`src/rtl/fpdiv_rndpack.sv`:
```
// Post-divide normalize / round-to-nearest-even / pack stage producing an IEEE-754 binary64
// result on a valid/ready port.
module fpdiv_rndpack #(
    parameter int unsigned QW = 112
) (
    input  logic          clk,
    input  logic          rst,
    input  logic          ld,
    input  logic          sgn,
    input  logic [12:0]   xo,
    input  logic [1:0]    spec,
    input  logic          div_done,
    input  logic [QW-1:0] div_q,
    input  logic [QW-1:0] div_r,
    output logic [63:0]   o,
    output logic          o_valid,
    input  logic          o_ready,
    output logic          busy,
    output logic          ovf,
    output logic          unf,
    output logic          inex
);

    typedef enum logic [2:0] {StIdle, StWait, StNorm, StRnd, StHold} state_e;

    localparam logic [1:0] SpecZero = 2'b01;
    localparam logic [1:0] SpecInf  = 2'b10;
    localparam logic [1:0] SpecNan  = 2'b11;

    state_e             r_state, w_state_nxt;
    logic               r_sgn;
    logic signed [12:0] r_xo;
    logic [1:0]         r_spec;
    logic [QW-1:0]      r_q;
    logic               r_rz;
    logic [QW-3:0]      r_nq;
    logic signed [13:0] r_e;

    logic [QW-3:0]      w_norm_nq;
    logic signed [13:0] w_norm_e;
    logic [51:0]        w_frac;
    logic               w_g, w_s, w_up;
    logic [52:0]        w_frac_sum;
    logic signed [13:0] w_e_rnd;
    logic [63:0]        w_o;
    logic               w_ovf, w_unf, w_inex;

    always_comb begin
        w_state_nxt = r_state;
        case (r_state)
            StIdle:  w_state_nxt = StIdle;
            StWait:  if (div_done) w_state_nxt = StNorm;
            StNorm:  w_state_nxt = StRnd;
            StRnd:   w_state_nxt = StHold;
            StHold:  if (o_ready) w_state_nxt = StIdle;
            default: w_state_nxt = StIdle;
        endcase
        // A new load aborts whatever is in flight, even a completing accept.
        if (ld) w_state_nxt = StWait;
    end

    // Quotient is in [0.5, 2): either the 1.0 bit or the 0.5 bit leads.
    always_comb begin
        if (r_q[QW-1] | r_q[QW-2]) begin
            w_norm_nq = r_q[QW-3:0];
            w_norm_e  = {r_xo[12], r_xo};
        end else begin
            w_norm_nq = {r_q[QW-4:0], 1'b0};
            w_norm_e  = {r_xo[12], r_xo} - 14'sd1;
        end
    end

    always_comb begin
        w_frac     = r_nq[QW-3 -: 52];
        w_g        = r_nq[QW-55];
        w_s        = (|r_nq[QW-56:0]) | r_rz;
        w_up       = w_g & (w_s | w_frac[0]);
        w_frac_sum = {1'b0, w_frac} + 53'(w_up);
        w_e_rnd    = r_e + $signed({13'b0, w_frac_sum[52]});

        w_o    = {r_sgn, w_e_rnd[10:0], w_frac_sum[51:0]};
        w_ovf  = 1'b0;
        w_unf  = 1'b0;
        w_inex = w_g | w_s;
        if (w_e_rnd >= 14'sd2047) begin
            w_o    = {r_sgn, 11'h7ff, 52'b0};
            w_ovf  = 1'b1;
            w_inex = 1'b1;
        end else if (w_e_rnd <= 14'sd0) begin
            w_o    = {r_sgn, 63'b0};
            w_unf  = 1'b1;
            w_inex = 1'b1;
        end

        if (r_spec != 2'b00) begin
            w_ovf  = 1'b0;
            w_unf  = 1'b0;
            w_inex = 1'b0;
            case (r_spec)
                SpecZero: w_o = {r_sgn, 63'b0};
                SpecInf:  w_o = {r_sgn, 11'h7ff, 52'b0};
                SpecNan:  w_o = 64'h7ff8_0000_0000_0000;
                default:  w_o = {r_sgn, 63'b0};
            endcase
        end
    end

    always_ff @(posedge clk) begin
        if (rst) begin
            r_state <= StIdle;
            r_sgn   <= 1'b0;
            r_xo    <= '0;
            r_spec  <= 2'b00;
            r_q     <= '0;
            r_rz    <= 1'b0;
            r_nq    <= '0;
            r_e     <= '0;
            o       <= '0;
            ovf     <= 1'b0;
            unf     <= 1'b0;
            inex    <= 1'b0;
        end else begin
            r_state <= w_state_nxt;
            if (ld) begin
                r_sgn  <= sgn;
                r_xo   <= xo;
                r_spec <= spec;
            end
            if (r_state == StWait && div_done && !ld) begin
                r_q  <= div_q;
                r_rz <= |div_r;
            end
            if (r_state == StNorm) begin
                r_nq <= w_norm_nq;
                r_e  <= w_norm_e;
            end
            if (r_state == StRnd) begin
                o    <= w_o;
                ovf  <= w_ovf;
                unf  <= w_unf;
                inex <= w_inex;
            end
        end
    end

    assign o_valid = (r_state == StHold);
    assign busy    = (r_state != StIdle);

endmodule

```
`config.mk`:
```
export PLATFORM = sky130hd
export DESIGN_NAME = fpdiv_rndpack
export DESIGN_NICKNAME = d
export VERILOG_FILES = /design/src/rtl/fpdiv_rndpack.sv
export SDC_FILE = /design/constraint.sdc
export NUM_CORES = 1
export LEC_CHECK = 0
export BUFFER_PORTS_ARGS = -buffer_cell sky130_fd_sc_hd__buf_2
export CAP_MARGIN = 40
export CORE_ASPECT_RATIO = 1.4
export CORE_MARGIN = 2
export CORE_UTILIZATION = 61
export CTS_BUF_LIST = sky130_fd_sc_hd__clkbuf_8
export DETAILED_ROUTE_END_ITERATION = 12
export PLACE_DENSITY_LB_ADDON = 0.15
export SYNTH_ARGS = -nofsm -noshare
export SYNTH_HDL_FRONTEND = slang
export SYNTH_SLANG_ARGS = --single-unit
```
`constraint.sdc`:
```
create_clock -name clk -period 8.9 [get_ports clk]
set_input_delay 0.445 -clock clk [delete_from_list [all_inputs] [get_ports clk]]
set_output_delay 0.445 -clock clk [all_outputs]
set_load 0.01 [all_outputs]
```
After elaboration in Yosys (flattened, before gate mapping):

Cells that the tools add are included.
Widths: inputs -> output; s select.

* word-level logic and storage cells: 61
* register bits after elaboration: 323

* equal/unequal tests: 10
* mux-type cells: 18
* $add $sub $neg: 3
* $lt $le $gt $ge: 2
* reduce and logical (&&, ||, !) cells: 10
* bitwise gates (word level): 5

Operators with widths (count)
* $pmux 64 s2: 1
* $mux 63: 2
* $reduce_or 112->1: 1
* $mux 110: 1
* $mux 64: 1
* $reduce_or 57->1: 1
* $add 52x1->53: 1
* $add 14x2->14: 1
* $ge 14x12->1 const B: 1
* $le 14x1->1 const B: 1
* $mux 14: 1
* $sub 13x2->14 const B: 1
* $pmux 3 s4: 1
* $mux 1: 9
* $eq 3x2->1 const B: 2
* $mux 3: 2
* $eq 2x2->1 const B: 2
* $or 1x1->1: 4
* $reduce_and 2->1: 2
* $eq 3x1->1 const B: 1
* $eq 3x3->1 const B: 1
* $ne 3x2->1 const B: 1
* $ne 3x3->1 const B: 1
* $reduce_bool 3->1: 1
* other kinds (7): 8

Longest topological paths before layout:

* depth after elaboration: 10
* depth in mapped cells: 17
* mapped depth without buffers: 14

Least setup slack after synthesis:

Ideal clock, no wire load.

* path type: reg2reg
* start: register r_nq[57]
* end: register o[8]
* data arrival time: 3698 ps
* buffers on the path: 3
* data required time: 8833 ps
* setup slack: 5135 ps
* clock period less this slack: 3765 ps
* cell stages (with the launch flop): 18
* path through: dfxtp_1 -> and2_1 -> ha_1 -> nand4_1 -> nor2_1 -> nand3_1 -> nor3_1 -> ha_1 -> ha_1 -> buf_2 -> nand3_1 -> o311ai_0 -> nor4b_1 -> a41o_1 -> or3_1 -> buf_6 -> buf_12 -> o21ai_2

* cells in the longest elaborated chain, start to end: 7

Ends and longest elaborated chain
* start, declared: RTL line 36 `logic [QW-3:0] r_nq;`
* start signal, assigned: RTL line 134 `r_nq <= w_norm_nq;`
* $and 1x1->1 *: RTL line 77 `w_up = w_g & (w_s | w_frac[0]);`
* $add 52x1->53 *: RTL line 78 `w_frac_sum = {1'b0, w_frac} + 53'(w_up);`
* $add 14x2->14: RTL line 79 `w_e_rnd = r_e + $signed({13'b0, w_frac_sum[52]});`
* $le 14x1->1: RTL line 89 `end else if (w_e_rnd <= 14'sd0) begin`
* $mux 63: RTL line 89
* $mux 63 *: RTL line 85 `if (w_e_rnd >= 14'sd2047) begin`
* $mux 64 *: RTL line 95 `if (r_spec != 2'b00) begin`
* end signal, assigned: RTL line 138 `o <= w_o;`
* end, declared: RTL line 15 `output logic [63:0] o,`

Every way passes the cells marked *; elsewhere a longest branch is shown, timed or not.
A chain may end at the register's enable or synchronous reset.

Final worst setup path:

* start: register r_nq[57]
* end: register o[2]

Same word-level chain as after synthesis.

==> metrics <==
Hold Slack=0.103 ns; die area=24,600 µm²; status=finished clean; nets@finish=2,289; crit path DAT=5.78 ns; initial antenna violation count=4; DIE HEIGHT=185 µm; Inserted Clock Buffers=47; Resize count post-CTS=0; fmax=187 MHz; GRT Residual Overflow=0; count leader, synth=nand2_1; drt wl/cell=16.3 µm; Rows=66; Clk Latency, worst-skew pair=0.57 ns; Max Slew Vio Count=0; Final Cycle Share=60.2%; Hold Crit Class=input pin to register; flip-flop and latch count after synthesis=323; Max VDD drop=0.000130 V; Critical Path Fanout Max=52; share of cells above drive strength 1=22.8%; RR Startpoint=r_nq[57]; clk buf depth=3; Crit path largest cell delay=0.64 ns; Final Hold Violating Endpoints=0; Top FF cell, synth=dfxtp_1; core area=23,100 µm²; TritonCTS clock tree=yes; Worst Clk Skew=0.0182 ns; vias per inst=5.65; Final setup viols=0; slowest CP cell=buf_4; post-synth top area share=45.4%; Starting Density=61.6%; area delta synth->final=17.3%; WL final=38,800 µm; Die X=133 µm; number of global-route vias before repair=12,200; Yosys top cell by area=dfxtp_1; power density over the cells=176 nW/µm²; Area contributors post-synth=dfxtp_1 (45%), nand2_1 (14%), a311oi_1 (7.0%); Yosys warnings=0; Leak=0.00595 µW; Post-CTS Setup Bufs=0; clock tree root driver cell=clkbuf_8; Clock transition at path regs=0.07 ns; Placement Setup Slack=3.67 ns; max_cap viols=0; GRT Total Usage=30.7%; Vias=13,500; Remaining DRCs=0; Worst setup startpoint=r_nq[57]; list of most frequent post-synthesis cells=nand2_1 (536), dfxtp_1 (323), nor2_1 (183); RSZ-0062 raised after global routing=false; CP Launch Type=register; port bufs=313; Synthesized Nets=2,048; I/O pin count=314; final worst setup slack=3.54 ns; HP Start=div_q[52]; H-tree depth=2; DRT Pass-1 Iters=5; pin count of the biggest net entering global routing=107; post-synthesis cell type count=62; Cells after Synth=1,799; CP Data Required Time=9.32 ns; post-route minimum period=5.36 ns; Inst Count DP=2,297; setup TNS=0 ns; # clock sinks=323; register area share after synthesis=45.4%; FFs w/ async S/R, synth=0%; Setup CP Type=register to register; mapped cell area=14,200 µm²; DP HPWL=27,700 µm; crit end category=register; first-pass GRT wire length=61,400 µm; hold_buf cts=0; Non-Filler Instances=2,381; CP Cell Sequence=and2_1 -> ha_1 -> nand4_1 -> nor2_1 -> nand3_1 -> nor3_1 -> ha_1 -> ha_1 -> nand3_1 -> o21ai_0 -> nor4b_1 -> a41o_1 -> or3_2 -> buf_4 -> o21ai_0; relative slew slack=37.4%; worst slew pin tran=0.931 ns; ANT nets after route=0; DRT iter0 DRCs=800; Avg Inst Size Synth=7.92 µm²; EDFF count, synth=0; most frequent CP cell=ha_1; RePlAce Congestion=0.954
-- logic make-up after synthesis --
kind of cell | Yosys count | synth area share (%)
multiplexers | 19 | 1.33
AND/OR/NAND/NOR | 903 | 26.9
AO/OA/AOI/OAI | 332 | 17.1
XOR/XNOR | 70 | 4.30
buffers and inverters | 148 | 4.65
flip-flops | 323 | 45.4
adder cells (fa/ha/maj) | 4 | 0.351
-- final timing paths --
check	end	slack, ns	cells past startpoint
min	r_q[52]	0.10	3
max	o[2]	3.54	15
min reg2reg	o[49]	0.45	2
max reg2reg	o[2]	3.54	15
-- worst max-delay path: cells and delay by family, from the launching register on --
kind                     cells  cell delay [ns]
AO/OA/AOI/OAI                3             0.78
flip-flops                   1             0.41
buffers and inverters        1             0.64
adder cells (fa/ha/maj)      3             0.83
AND/OR/NAND/NOR              8             2.50
-- report_power, final --
| part | switching (µW) | total [µW] | internal, µW |
|---|---|---|---|
| Combinational | 135 | 232 | 97.1 |
| Clock | 552 | 1190 | 641 |
| Sequential | 32.5 | 1510 | 1480 |
-- per-stage QoR --
step / utilization [%] / total power, µW / cell area, µm²
final: 72.3 / 2940 / 16700
after global routing: 72.3 / 3050 / 16700
after CTS: 72.3 / 2950 / 16700
after detailed placement: 68.1 / 1770 / 15800
after global placement: 67.9 / 1770 / 15700
after floorplan: - / 1670 / 14200
-- layer usage --
layer	wire (µm)	GRT usage, %	vias up
met4	1140	11.3	6
met1	16600	38.6	6211
met5	41	0	-
met3	2590	6.76	80
met2	18500	52.0	430
li1	-	-	6724
-- layout by cell type (no fill, tap or decap), drive strengths merged, types with 6 or more instances in the layout --
master | Yosys | layout
a311oi | 114 | 114
nor4 | 54 | 54
clkbuf | 105 | 62
or3 | 10 | 10
a21oi | 124 | 124
buf | 29 | 325
inv | 14 | 28
o21ai | 57 | 57
dfxtp | 323 | 323
o221a | 9 | 9
a211oi | 11 | 11
nand3 | 27 | 27
nand2 | 536 | 536
nor3 | 33 | 33
xor2 | 22 | 22
and2 | 6 | 6
xnor2 | 48 | 48
nand4 | 26 | 26
nor2 | 183 | 183
mux2i | 19 | 19
-- cell type report --
class / count / area, µm²
diodes: 3 / 7.51
clock buffers: 61 / 840
clock inverters: 20 / 115
fillers: 1930 / 6400
inverters: 14 / 52.6
multi-input cells: 1328 / 7150
flip-flops and latches: 323 / 6470
well taps: 306 / 383
repair buffers: 326 / 1710
-- registers in the layout (all words and copies together), names as in the netlist --
register / flops
r_xo: 13
o: 64
r_sgn: 1
r_spec: 2
r_state: 3
r_nq: 110
unf: 1
inex: 1
r_q: 112
r_e: 14
r_rz: 1
ovf: 1
Note: power is estimated with default switching activity, not from simulation.
